## src/rtl/spike_dispatch_scheduler_if.sv

```systemverilog
// Scheduler <-> SPU/timestep-controller handshake bundle.
// master drives timestep start, spike flags and SPU pop/busy; slave is the scheduler.
interface spike_dispatch_scheduler_if #(
  parameter int numneurons = 2,
  parameter int tagbits    = 1
);
  logic                  start;
  logic [numneurons-1:0] spike_vec;
  logic                  spu_req_deq;
  logic                  spu_busy;
  logic                  fifo_empty;
  logic [tagbits-1:0]    src_tag_out;
  logic                  busy;
  logic                  step_done;
  logic                  overflow;

  modport master (
    output start, spike_vec, spu_req_deq, spu_busy,
    input  fifo_empty, src_tag_out, busy, step_done, overflow
  );

  modport slave (
    input  start, spike_vec, spu_req_deq, spu_busy,
    output fifo_empty, src_tag_out, busy, step_done, overflow
  );
endinterface

```

## src/rtl/spike_dispatch_scheduler.sv

```systemverilog
// Timestep scheduler: scans latched spikes into a tag FIFO for the SPU, one index per cycle, push visible next cycle.
// Scan stalls while the FIFO is full; step_done pulses after drain plus a settle window of SPU idle cycles.
module spike_dispatch_scheduler #(
  parameter int numneurons = 2,
  parameter int tagbits    = 1,
  parameter int fifodepth  = 4,
  parameter int ptrbits    = 2,
  parameter int settle     = 3
) (
  input logic                       clk,
  input logic                       asyn_reset,
  spike_dispatch_scheduler_if.slave sif
);
  localparam int cntbits = $clog2(settle + 1);
  localparam logic [tagbits-1:0] last_idx    = tagbits'(numneurons - 1);
  localparam logic [ptrbits:0]   full_cnt    = (ptrbits + 1)'(fifodepth);
  localparam logic [cntbits-1:0] settle_last = cntbits'(settle - 1);

  typedef enum logic [1:0] {IDLE, SCAN, DRAIN, DONE} state_t;

  state_t                state;
  state_t                state_nxt;
  logic [numneurons-1:0] pending;
  logic [tagbits-1:0]    scan_idx;
  logic [tagbits-1:0]    mem [fifodepth];
  logic [ptrbits-1:0]    rd_ptr;
  logic [ptrbits-1:0]    wr_ptr;
  logic [ptrbits:0]      count;
  logic [cntbits-1:0]    settle_cnt;
  logic                  overflow_q;

  logic fifo_full;
  logic cur_pend;
  logic push;
  logic pop;
  logic scan_adv;
  logic quiet;
  logic settle_hit;

  always_comb begin
    fifo_full  = (count == full_cnt);
    cur_pend   = pending[scan_idx];
    push       = (state == SCAN) && cur_pend && !fifo_full;
    pop        = sif.spu_req_deq && (count != '0);
    scan_adv   = (state == SCAN) && (!cur_pend || !fifo_full);
    quiet      = (count == '0) && !sif.spu_busy;
    settle_hit = quiet && (settle_cnt == settle_last);
  end

  always_ff @(posedge clk) begin
    if (asyn_reset) state <= IDLE;
    else            state <= state_nxt;
  end

  always_comb begin
    state_nxt = state;
    case (state)
      IDLE:    if (sif.start) state_nxt = SCAN;
      SCAN:    if (scan_adv && (scan_idx == last_idx)) state_nxt = DRAIN;
      DRAIN:   if (settle_hit) state_nxt = DONE;
      DONE:    state_nxt = IDLE;
      default: state_nxt = IDLE;
    endcase
  end

  always_comb begin
    sif.busy        = (state != IDLE);
    sif.step_done   = (state == DONE);
    sif.fifo_empty  = (count == '0);
    sif.src_tag_out = (count != '0) ? mem[rd_ptr] : '0;
    sif.overflow    = overflow_q;
  end

  always_ff @(posedge clk) begin
    if (asyn_reset) begin
      pending    <= '0;
      scan_idx   <= '0;
      rd_ptr     <= '0;
      wr_ptr     <= '0;
      count      <= '0;
      settle_cnt <= '0;
      overflow_q <= 1'b0;
    end else begin
      if ((state == IDLE) && sif.start) begin
        pending  <= sif.spike_vec;
        scan_idx <= '0;
      end else if (scan_adv) begin
        scan_idx <= scan_idx + 1'b1;
      end
      if (push) begin
        pending[scan_idx] <= 1'b0;
        wr_ptr            <= wr_ptr + 1'b1;
      end
      if (pop) rd_ptr <= rd_ptr + 1'b1;
      case ({push, pop})
        2'b10:   count <= count + 1'b1;
        2'b01:   count <= count - 1'b1;
        default: count <= count;
      endcase
      // Counter only runs in DRAIN, so it is already zero on entry from SCAN.
      settle_cnt <= ((state == DRAIN) && quiet && !settle_hit) ? settle_cnt + 1'b1 : '0;
      // Guard against a future change to the stall logic letting a push into a full FIFO.
      if (push && fifo_full) overflow_q <= 1'b1;
    end
  end

  always_ff @(posedge clk) begin
    if (push) mem[wr_ptr] <= scan_idx;
  end
endmodule
```

## src/flat_wrapper.sv

```systemverilog
// flat-port wrapper written by rule: the top's interface ports become plain ports
module spike_dispatch_scheduler_flat 
#(
  parameter int numneurons = 2,
  parameter int tagbits    = 1,
  parameter int fifodepth  = 4,
  parameter int ptrbits    = 2,
  parameter int settle     = 3
)
  (clk, asyn_reset, sif_start, sif_spike_vec, sif_spu_req_deq, sif_spu_busy, sif_fifo_empty, sif_src_tag_out, sif_busy, sif_step_done, sif_overflow);
  spike_dispatch_scheduler_if #(.numneurons(numneurons), .tagbits(tagbits)) sif_i ();
  input logic clk;
  input logic asyn_reset;
  input wire logic [$bits(sif_i.start)-1:0] sif_start;
  input wire logic [$bits(sif_i.spike_vec)-1:0] sif_spike_vec;
  input wire logic [$bits(sif_i.spu_req_deq)-1:0] sif_spu_req_deq;
  input wire logic [$bits(sif_i.spu_busy)-1:0] sif_spu_busy;
  output wire logic [$bits(sif_i.fifo_empty)-1:0] sif_fifo_empty;
  output wire logic [$bits(sif_i.src_tag_out)-1:0] sif_src_tag_out;
  output wire logic [$bits(sif_i.busy)-1:0] sif_busy;
  output wire logic [$bits(sif_i.step_done)-1:0] sif_step_done;
  output wire logic [$bits(sif_i.overflow)-1:0] sif_overflow;
  assign sif_i.start = sif_start;
  assign sif_i.spike_vec = sif_spike_vec;
  assign sif_i.spu_req_deq = sif_spu_req_deq;
  assign sif_i.spu_busy = sif_spu_busy;
  assign sif_fifo_empty = sif_i.fifo_empty;
  assign sif_src_tag_out = sif_i.src_tag_out;
  assign sif_busy = sif_i.busy;
  assign sif_step_done = sif_i.step_done;
  assign sif_overflow = sif_i.overflow;
  spike_dispatch_scheduler #(.numneurons(numneurons), .tagbits(tagbits), .fifodepth(fifodepth), .ptrbits(ptrbits), .settle(settle)) u_core (.clk(clk), .asyn_reset(asyn_reset), .sif(sif_i));
endmodule
```

## config.mk

```make
export PLATFORM = sky130hd
export DESIGN_NAME = spike_dispatch_scheduler_flat
export DESIGN_NICKNAME = d
export VERILOG_FILES = /design/src/rtl/spike_dispatch_scheduler_if.sv /design/src/rtl/spike_dispatch_scheduler.sv /design/src/flat_wrapper.sv
export SDC_FILE = /design/constraint.sdc
export NUM_CORES = 1
export LEC_CHECK = 0
export ABC_CLOCK_PERIOD_IN_PS = 6550
export BUFFER_PORTS_ARGS = -buffer_cell sky130_fd_sc_hd__buf_2
export CORE_MARGIN = 5
export CORE_UTILIZATION = 64
export CTS_BUF_LIST = sky130_fd_sc_hd__clkbuf_2 sky130_fd_sc_hd__clkbuf_4 sky130_fd_sc_hd__clkbuf_8
export CTS_CLUSTER_DIAMETER = 150
export DETAILED_ROUTE_END_ITERATION = 10
export PLACE_DENSITY = 0.86
export SYNTH_ARGS = -nofsm -noshare
export SYNTH_HDL_FRONTEND = slang
export SYNTH_SLANG_ARGS = --single-unit
```

## constraint.sdc

```tcl
create_clock -name clk -period 6.55 [get_ports clk]
set_clock_uncertainty 0.1 [all_clocks]
set_input_delay 0.3275 -clock clk [delete_from_list [all_inputs] [get_ports clk]]
set_output_delay 0.3275 -clock clk [all_outputs]
set_load 0.02 [all_outputs]
```

==> out/metrics.cfg, run 1 <==
[timing]
timing.fmax_mhz = 359
worstMarginPinSlew_ps = 548
hold_ws_ps = 196
finalSetupTns_ps = 0
rsz0062_at_grt = no
hold_viol = 0
fin_crit_sh_pct = 42.5
max_slew_margin_pct = 63.2
period_minus_slack_ps = 2790
final_max_slew_viol_count = 0
setup_violations = 0

[worst_setup_path]
required_ps = 6680
crit_type = reg2reg
end_kind = flop
arrival_ps = 2920
reg2regPathDepth = 9
startpoint_type = flop
path_max_fanout = 10

[min_path]
holdPathStages = 4
hp-class = in2reg

[synth]
synth-seq-cells = 21
ys_types = 35
synth_nets = 124
yosysWarnings = 0
synth_area_per_cell_sq_um = 10.2
async_flop_share_pct = 0
synth_area_sq_um = 1070
synth_edf_count = 4
synth_flop_cell = dfxtp_1
seq_area_frac_synth_pct = 43.0
netlist_instances = 105

[cells_and_area]
final_cell_area_sq_um = 1160
layout-drive-gt1-share_pct = 17.8
fillers = 117
fin_cells = 134
layout.nets = 138
area.growth.synth_to_final_pct = 8.18
antenna_cells = 0

[placement]
placedCellCount = 130
placed_area_sq_um = 1130
numPortBuffers = 11
place_congestion = 0.787
dp_hpwl_um = 1290

[pwr]
p_leak_nw = 0.475
power_density_nw_per_um2 = 319
finalPower_uw = 370
vdd_drop_max_mv = 0.198

[clock_network]
cts_hold_buffers = 0
cts-buffers-inserted = 3
clk_latency_ps = 300
clk_pin_slew_ps = 110
ctsResizeCount = 0
cts_max_level = 1
clock_tree.buffer_depth = 2
cts_sinks = 21
post_cts_buffers = 0
cts_root_buffer = clkbuf_4
cts_tree = built

[floorplanning]
fp-row-count = 14
ioPinCount = 12
initial_core_util_pct = 69.5
dieArea_sq_um = 2590
die_w_um = 50.9
core_sq_um = 1540
die_h_um = 50.9

[route]
dr.first_iter.drc_count = 9
drc = 0
first_pass_iters = 4
wire_per_inst_um = 12.2
routed-via-count = 716
via_per_inst = 5.34
routed_wl_um = 1640
route.antenna.remaining_nets = 0

[run]
max_cap_viol_count = 0

[grt]
grt_max_degree = 17
antenna_found_initial = 0
grt_pass1_wl_um = 2930
grt_pass1_vias = 681
grt.total_usage_pct = 14.9
overflow = 0

[status]
outcome = complete, no violations

-- metal layers --
| layer | track usage, % | vias to the layer above | routed length [um] |
|---|---|---|---|
| met1 | 18.8 | 328 | 757 |
| met5 | 0 | - | 0 |
| met4 | 4.26 | 0 | 10 |
| li1 | - | 372 | - |
| met2 | 23.3 | 14 | 798 |
| met3 | 6.10 | 2 | 74 |
-- worst max-delay path: stages, from the launching register on --
cell,delay (ps)
dfxtp_1,530
mux2_2,370
and3_1,310
inv_6,100
ha_1,170
inv_1,60
fa_1,370
xor2_1,150
or3_2,410
a21oi_1,150
-- stage by stage --
stage | util [%] | setup WS, ps
floorplan | - | 3990
global placement | 73.4 | 3920
detailed placement | 73.4 | 3790
CTS | 75.2 | 3770
global route | 75.2 | 3550
finish | 75.2 | 3760
-- worst paths after layout --
| kind | from | slack [ps] | to |
|---|---|---|---|
| max | u_core.scan_idx | 3760 | u_core.count[2] |
| min | sif_spu_busy | 200 | u_core.settle_cnt[1] |
| max reg2reg | u_core.scan_idx | 3760 | u_core.count[2] |
| min reg2reg | u_core.settle_cnt[0] | 330 | u_core.settle_cnt[0] |
-- flip-flops by register name, summed over array words and instances, names as in the netlist, named ones only --
signal               count
u_core.count             3
u_core.settle_cnt        2
u_core.pending           2
u_core.wr_ptr            2
u_core.mem               4
u_core.sif.overflow      1
u_core.state             2
u_core.scan_idx          1
u_core.rd_ptr            2
-- report_power, final --
part           internal, mW  total [mW]  switching, mW  leakage (nW)
Sequential            0.151       0.171         0.0196         0.175
Combinational        0.0626       0.140         0.0775         0.283
Clock                0.0227      0.0593         0.0365        0.0177
Total                 0.236       0.370          0.134         0.475
-- layout make-up --
| type | instances | area [sq um] | share of cell area (%) |
|---|---|---|---|
| Inverter | 11 | 46.3 | 4.00 |
| Timing Repair Buffer | 11 | 55.1 | 4.75 |
| Multi-Input combinational cell | 71 | 549 | 47.4 |
| Clock inverter | 1 | 5.00 | 0.432 |
| Tap cell | 16 | 20.0 | 1.73 |
| Clock buffer | 3 | 22.5 | 1.94 |
| Sequential cell | 21 | 460 | 39.7 |
-- logic make-up (layout without fill, tap and decap cells) --
| group | count (synthesis) | count (layout) | share of synthesized area, % |
|---|---|---|---|
| and+or+nand+nor | 38 | 38 | 19.0 |
| buffers and inverters | 13 | 26 | 5.72 |
| DFF | 21 | 21 | 43.0 |
| muxes | 4 | 4 | 5.02 |
| AOI/OAI and AO/OA | 12 | 12 | 8.41 |
| adders and majority gates | 12 | 12 | 14.7 |
| xor gates and xnor gates | 5 | 5 | 4.09 |
-- cell usage after synthesis, drive strengths merged (2+ instances only) --
cell type | instances | area [sq um]
a21oi | 5 | 25.0
nand2b | 3 | 18.8
nor3 | 2 | 10.0
edfxtp | 4 | 120
and2 | 4 | 25.0
inv | 11 | 46.3
xor2 | 3 | 26.3
nor2 | 11 | 41.3
mux2i | 2 | 20.0
xnor2 | 2 | 17.5
nor2b | 2 | 12.5
dfxtp | 17 | 340
nand3b | 2 | 15.0
nand2 | 6 | 22.5
nor3b | 2 | 15.0
ha | 11 | 138
-- cells in the final DEF (no fill, tap or decap) --
master    netlist  layout
nor2_1         11      11
edfxtp_1        4       4
nand3b_1        2       2
o221a_1         1       1
dfxtp_1        17      17
and2b_1         1       1
a21boi_2        1       1
o21ai_0         1       1
o21a_1          1       1
or3b_1          1       1
a21oi_1         5       5
xnor2_1         2       2
nor4b_1         1       1
nand2b_1        3       3
a221oi_2        1       1
buf_2           0      11
mux4_2          1       1
nand3_1         1       1
nor3_1          2       2
clkbuf_4        0       3
a211oi_1        1       1
nor2b_1         2       2
nor3b_1         2       2
xor2_1          3       3
clkinv_2        0       1
and2_1          4       4
mux2i_1         2       2
inv_6           1       1
ha_1           11      11
inv_1          10      10
a21o_1          1       1
mux2_2          1       1
or3_2           1       1
and3_1          1       1
fa_1            1       1
nand2_1         6       6
Power figures use the tool's default switching activity.
==> inputs of run 2 (changes only) <==
Settings changed: ABC_CLOCK_PERIOD_IN_PS 6550 to 2800, CORE_UTILIZATION 64 to 59, PLACE_DENSITY 0.86 to 0.8.
Clock period 6.55 ns to 2.8 ns, I/O delays scaled along.
==> out/metrics.cfg, run 2 (synthesized netlist as in run 1, its figures left out) <==
[worst_setup_path]
r2r_start = u_core.count[2]  ; was u_core.scan_idx
arrival_ps = 2680  ; was 2920 ps
r2r_end = u_core.count[2]  ; unchanged
ff2ff_setup_slack_ps = 270  ; was 3760 ps
worstPathCellList = or3b_1 -> and3_1 -> inv_6 -> ha_1 -> inv_1 -> fa_1 -> xor2_1 -> or3_2 -> a21oi_1  ; was mux2_2 -> and3_1 -> inv_6 -> ha_1 -> inv_1 -> fa_1 -> xor2_1 -> or3_2 -> a21oi_1
cp_num_buf_inv = 2  ; unchanged
startpoint_type = flop  ; unchanged
required_ps = 2950  ; was 6680 ps
end_kind = flop  ; unchanged
cp_slowest_stage_delay_ps = 400  ; was 530 ps
crit_type = reg2reg  ; unchanged
crit_slowest_cell = or3_2  ; was dfxtp_1
critPathTopFamily = simple AND/OR/NAND/NOR gates  ; unchanged
reg2regPathDepth = 9  ; unchanged
path_max_fanout = 5  ; was 10

[clock_network]
cts_sinks = 21  ; unchanged
cts_tree = built  ; unchanged
clk_latency_ps = 320  ; was 300 ps
cts_max_level = 1  ; unchanged
cts-buffers-inserted = 3  ; unchanged
clk_pin_slew_ps = 110  ; about the same
post_cts_buffers = 0  ; unchanged
clock_tree.buffer_depth = 2  ; unchanged
cts_root_buffer = clkbuf_4  ; unchanged

[cells_and_area]
largest_reg_flops = 4  ; unchanged
reg.largest.list = u_core.mem: 4 flops, u_core.count: 3 flops  ; unchanged
regMostFlops = u_core.mem  ; unchanged
multi_input_area_sq_um = 549  ; unchanged
area.growth.synth_to_final_pct = 12.5  ; was 8.18%
final_common_cell = dfxtp_1  ; unchanged
antenna_cells = 0  ; unchanged
regArea_sq_um = 460  ; unchanged
layout.nets = 142  ; was 138
layout-drive-gt1-share_pct = 19.7  ; was 17.8%
fillers = 148  ; was 117
mostFrequentLayoutCells = 17 x dfxtp_1, 11 x nor2_1, 11 x ha_1, 11 x buf_2, 10 x inv_1  ; unchanged

[timing]
fin_ws_ps = 270  ; was 3760 ps
hold_viol = 0  ; unchanged
finalSetupTns_ps = 0  ; unchanged
setup_violations = 0  ; unchanged
rsz0062_at_grt = no  ; unchanged
max_slew_margin_pct = 81.3  ; was 63.2%
worstMarginPinSlew_ps = 277  ; was 548 ps
final_max_slew_viol_count = 0  ; unchanged
period_minus_slack_ps = 2530  ; was 2790 ps
timing.fmax_mhz = 395  ; was 359 MHz
fin_crit_sh_pct = 90.4  ; was 42.5%

[pwr]
vdd_drop_max_mv = 0.351  ; was 0.198 mV
p_leak_nw = 0.491  ; was 0.475 nW
power_density_nw_per_um2 = 757  ; was 319 nW/um^2

[placement]
place_congestion = 0.737  ; was 0.787
numPortBuffers = 11  ; unchanged
dp_hpwl_um = 1480  ; was 1290 um
dp_slack_ps = 305  ; was 3790 ps

[min_path]
holdPathStages = 3  ; was 4
min_to = u_core.pending[0]  ; was u_core.settle_cnt[1]
min_from = sif_spike_vec[0]  ; was sif_spu_busy
hp-class = in2reg  ; unchanged

[grt]
grt_use_met1_pct = 18.6  ; was 18.8%
met2_usage_pct = 28.5  ; was 23.3%
grt_pass1_wl_um = 3260  ; was 2930 um
overflow = 0  ; unchanged
grt_pass1_vias = 760  ; was 681
grt_max_degree = 17  ; unchanged
met3_usage_pct = 3.70  ; was 6.10%
grt.busiest_layer = met2  ; unchanged
grt.total_usage_pct = 16.7  ; was 14.9%
antenna_found_initial = 0  ; unchanged

[route]
drc = 0  ; unchanged
dr.first_iter.drc_count = 2  ; was 9
routed-via-count = 747  ; was 716
first_pass_iters = 4  ; unchanged
route.antenna.remaining_nets = 0  ; unchanged
via_per_inst = 5.08  ; was 5.34
routed_wl_um = 1870  ; was 1640 um
wire_per_inst_um = 12.7  ; was 12.2 um

[status]
outcome = complete, no violations  ; unchanged

[floorplanning]
fp-row-count = 15  ; was 14
die_w_um = 52.6  ; was 50.9 um
core_sq_um = 1730  ; was 1540 sq um
initial_core_util_pct = 62.0  ; was 69.5%
die_h_um = 52.6  ; was 50.9 um
ioPinCount = 12  ; unchanged
dieArea_sq_um = 2770  ; was 2590 sq um

[run]
max_cap_viol_count = 0  ; unchanged

run 2: changes by cell type in the layout (fill, tap and decap cells not counted), sizes merged:
| cell | previous run | this run |
|---|---|---|
| clkinvlp | 0 | 1 |
| dlygate4sd3 | 0 | 1 |
| clkinv | 1 | 0 |
| buf | 11 | 14 |
run 2: metrics by stage:
| stage | cells | utilization [%] | instance area (sq um) | hold slack (ps) | power (mW) |
|---|---|---|---|---|---|
| global route | 147 | 69.8 | 1200 | 20.6 | 0.983 |
| finish | 147 | 69.8 | 1200 | 8.76 | 0.912 |
| detailed placement | 142 | 67.5 | 1160 | 331 | 0.765 |
| floorplan | 105 | - | 1070 | 106 | 0.659 |
| CTS | 147 | 69.8 | 1200 | 3.09 | 0.920 |
| global placement | 142 | 67.5 | 1160 | 300 | 0.742 |
run 2: metal layers:
metal	part of all wire, %	routed length [um]
met5	0	0
met4	1.8	34
met1	44	826
met2	50	937
met3	3.9	73
run 2: power by group:
part | internal, mW | switching (mW)
clock network | 0.0546 | 0.0990
logic | 0.161 | 0.206
registers | 0.353 | 0.0383
run 2: cell type report:
cell class | count | share of cell area (%)
Tap cell | 25 | 2.60
Multi-Input combinational cell | 71 | 45.6
Inverter | 11 | 3.84
Sequential cell | 21 | 38.2
Clock buffer | 3 | 1.87
Timing Repair Buffer | 15 | 7.27
Clock inverter | 1 | 0.623
run 2: worst reg2reg max path, stage by stage (launching register included):
cell and delay (ps):
dfxtp_1 390, or3b_1 380, and3_1 230, inv_6 70, ha_1 180, inv_1 60, fa_1 370, xor2_1 160
or3_2 400, a21oi_1 140
run 2: what timing repair did:
item	4_1_cts	5_1_grt
setup endpoints to repair	0	0
hold buffers	1	0
endpoints found under the hold margin	2	0
gates resized for setup	0	0
run 2: worst max path at each step:
stage,start,to,cells after the start
global placement,u_core.count[2],u_core.count[2],9
CTS,u_core.count[2],u_core.count[2],9
global route,u_core.count[2],u_core.count[2],9
floorplan,u_core.scan_idx,u_core.count[2],10
detailed placement,u_core.count[2],u_core.count[2],9
finish,u_core.count[2],u_core.count[2],9
==> inputs of run 3 (changes only) <==
Settings changed: ABC_AREA from default to 1, PLACE_DENSITY 0.8 to default, PLACE_DENSITY_LB_ADDON from default to 0.05.
==> out/metrics.cfg, run 3 <==
[status]
outcome = complete, no violations  ; unchanged

[pwr]
p_leak_nw = 0.547  ; was 0.491 nW
p_sw_uw = 388  ; was 343 uW
power_density_nw_per_um2 = 758  ; was 757 nW/um^2
p_int_uw = 549  ; was 569 uW
finalPower_uw = 937  ; was 912 uW
p_comb_share_pct = 41.0  ; was 40.2%
p_seq_share_pct = 43.2  ; was 42.9%
p_clk_share_pct = 15.7  ; was 16.8%
vdd_drop_max_mv = 0.424  ; was 0.351 mV
switching_share_pct = 41.4  ; was 37.6%

[route]
wire_per_inst_um = 10.6  ; was 12.7 um
dr.first_iter.drc_count = 10  ; was 2
route.antenna.remaining_nets = 0  ; unchanged
first_pass_iters = 4  ; unchanged
via_per_inst = 4.88  ; was 5.08
routed-via-count = 874  ; was 747
drc = 0  ; unchanged
routed_wl_um = 1890  ; was 1870 um

[cells_and_area]
fillers = 154  ; was 148
reg.largest.list = u_core.mem: 4 flops, u_core.count: 3 flops  ; unchanged
final_common_cell = inv_1  ; was dfxtp_1
largest_reg_flops = 4  ; unchanged
layout-drive-gt1-share_pct = 17.5  ; was 19.7%
antenna_cells = 0  ; unchanged
regMostFlops = u_core.mem  ; unchanged
mostFrequentLayoutCells = 24 x inv_1, 19 x nor2_1, 17 x dfxtp_1  ; was 17 x dfxtp_1, 11 x nor2_1, 11 x ha_1, 11 x buf_2, 10 x inv_1
final_cell_area_sq_um = 1240  ; was 1200 sq um
layout.nets = 174  ; was 142
area.growth.synth_to_final_pct = 12.1  ; was 12.5%
fin_cells = 179  ; was 147
utilization_pct = 70.8  ; was 69.8%

[floorplanning]
fp-row-count = 15  ; unchanged
die_w_um = 53.2  ; was 52.6 um
initial_core_util_pct = 63.2  ; was 62.0%
ioPinCount = 12  ; unchanged
die_h_um = 53.2  ; was 52.6 um
dieArea_sq_um = 2830  ; was 2770 sq um
core_sq_um = 1750  ; was 1730 sq um

[timing]
rsz0062_at_grt = no  ; unchanged
fin_ws_ps = 599  ; was 270 ps
hold_ws_ps = 41.5  ; was 8.76 ps
setup_violations = 0  ; unchanged
period_minus_slack_ps = 2200  ; was 2530 ps
hold_viol = 0  ; unchanged
finalSetupTns_ps = 0  ; unchanged
timing.fmax_mhz = 454  ; was 395 MHz
fin_crit_sh_pct = 78.6  ; was 90.4%
max_slew_margin_pct = 80.1  ; was 81.3%
worstMarginPinSlew_ps = 298  ; was 277 ps
final_max_slew_viol_count = 0  ; unchanged

[grt]
overflow = 0  ; unchanged
grt_pass1_vias = 812  ; was 760
grt_pass1_wl_um = 3330  ; was 3260 um
antenna_found_initial = 0  ; unchanged
grt_max_degree = 13  ; was 17
grt.total_usage_pct = 16.5  ; was 16.7%

[synth]
synth_nets = 156  ; was 124
synth_flop_cell = dfxtp_1  ; unchanged
synth_common_cells = 24 x inv_1, 19 x nor2_1, 17 x dfxtp_1, 15 x nand2_1, 13 x a21oi_1  ; was 17 x dfxtp_1, 11 x ha_1, 11 x nor2_1, 10 x inv_1, 6 x nand2_1
synth_area_per_cell_sq_um = 8.05  ; was 10.2 sq um
yosysMostFrequentCell = inv_1  ; was dfxtp_1
seq_area_frac_synth_pct = 41.8  ; was 43.0%
synth_area_sq_um = 1100  ; was 1070 sq um
synth_edf_count = 4  ; unchanged
synth_top_area_share_pct = 30.9  ; was 31.8%
synth.area.top_cells = dfxtp_1 31%, ha_1 12%, edfxtp_1 11%  ; was dfxtp_1 32%, ha_1 13%, edfxtp_1 11%
ys_types = 19  ; was 35
synth-seq-cells = 21  ; unchanged
yosysWarnings = 0  ; unchanged
yosys.area.top_type = dfxtp_1  ; unchanged
async_flop_share_pct = 0  ; unchanged
netlist_instances = 137  ; was 105

[clock_network]
clock_tree.buffer_depth = 2  ; unchanged
cts_max_level = 1  ; unchanged
clk_latency_ps = 310  ; was 320 ps
cts-buffers-inserted = 3  ; unchanged
cts_sinks = 21  ; unchanged
cts_root_buffer = clkbuf_4  ; unchanged
cts_tree = built  ; unchanged
clk_pin_slew_ps = 110  ; about the same

[placement]
placedCellCount = 173  ; was 142
place_congestion = 0.841  ; was 0.737
dp_hpwl_um = 1470  ; was 1480 um
dp_slack_ps = 618  ; was 305 ps
numPortBuffers = 11  ; unchanged
placed_area_sq_um = 1190  ; was 1160 sq um

[worst_setup_path]
arrival_ps = 2310  ; was 2680 ps
crit_type = reg2reg  ; unchanged
end_kind = flop  ; unchanged
required_ps = 2910  ; was 2950 ps
startpoint_type = flop  ; unchanged
path_max_fanout = 10  ; was 5

[min_path]
hp-class = in2reg  ; unchanged

[run]
max_cap_viol_count = 0  ; unchanged

## run 3: changes by cell type in the layout (fill, tap and decap cells not counted), moves of 3 or more
cell,before,now
a21oi_1,5,13
xor2_1,3,0
nor2_1,11,19
nand2_2,0,3
nand2_1,6,15
inv_1,10,24
nand2b_1,3,0
buf_4,3,0
o21ai_0,1,12
and2_1,4,0
inv_2,0,4
## run 3: metal layers
layer / track usage (%) / share of wire, %
met1: 20.7 / 48
met5: 0 / 0
met3: 3.38 / 3.9
met2: 26.1 / 46
met4: 8.94 / 2.4
## run 3: cell families (layout without fill, tap and decap cells)
| kind of cell | Yosys count | in the layout | share of synthesized area [%] |
|---|---|---|---|
| AND/OR/NAND/NOR | 47 | 47 | 20.5 |
| AO/OA/AOI/OAI | 29 | 29 | 13.8 |
| buffers and inverters | 28 | 45 | 9.53 |
| flip-flops | 21 | 21 | 41.8 |
| adder cells (fa/ha/maj) | 12 | 12 | 14.3 |
## run 3: path summary, 6_finish.rpt
kind | startpoint | endpoint | slack (ps) | depth (start not counted)
max | u_core.state[1] | u_core.count[2] | 600 | 10
min | sif_spike_vec[1] | u_core.pending[1] | 40 | 3
max reg2reg | u_core.state[1] | u_core.count[2] | 600 | 10
min reg2reg | u_core.settle_cnt[0] | u_core.settle_cnt[0] | 320 | 1
## run 3: timing repair
| item | CTS | global route |
|---|---|---|
| hold buffers | 2 | 0 |
| setup buffers | 0 | 0 |
| endpoints found under the hold margin | 6 | 0 |
| resized for setup | 0 | 0 |
## run 3: power by group through the flow
| stage | Sequential [mW] | Combinational (mW) | Clock, mW |
|---|---|---|---|
| final | 0.405 | 0.384 | 0.147 |
| after global routing | 0.415 | 0.444 | 0.170 |
| after floorplan | 0.402 | 0.304 | 0 |
| after CTS | 0.405 | 0.386 | 0.156 |
| after global placement | 0.408 | 0.372 | 0 |
| after detailed placement | 0.413 | 0.382 | 0 |
## run 3: layout make-up
cell class / count / area, sq um / share of cell area, %
multi-input cells: 88 / 537 / 43.4
flip-flops and latches: 21 / 460 / 37.2
inverters: 28 / 105 / 8.50
repair buffers: 13 / 75.1 / 6.07
well taps: 25 / 31.3 / 2.53
clock buffers: 3 / 22.5 / 1.82
clock inverters: 1 / 5.00 / 0.405
## run 3: worst max-delay path: stages, from the launching register on
cell     delay [ps]
dfxtp_1         400
inv_1           100
ha_1            250
nand3_4         160
ha_1            160
inv_1            60
fa_1            380
a21oi_1         150
o21ai_0         110
o21ai_0         160
a21oi_1          60
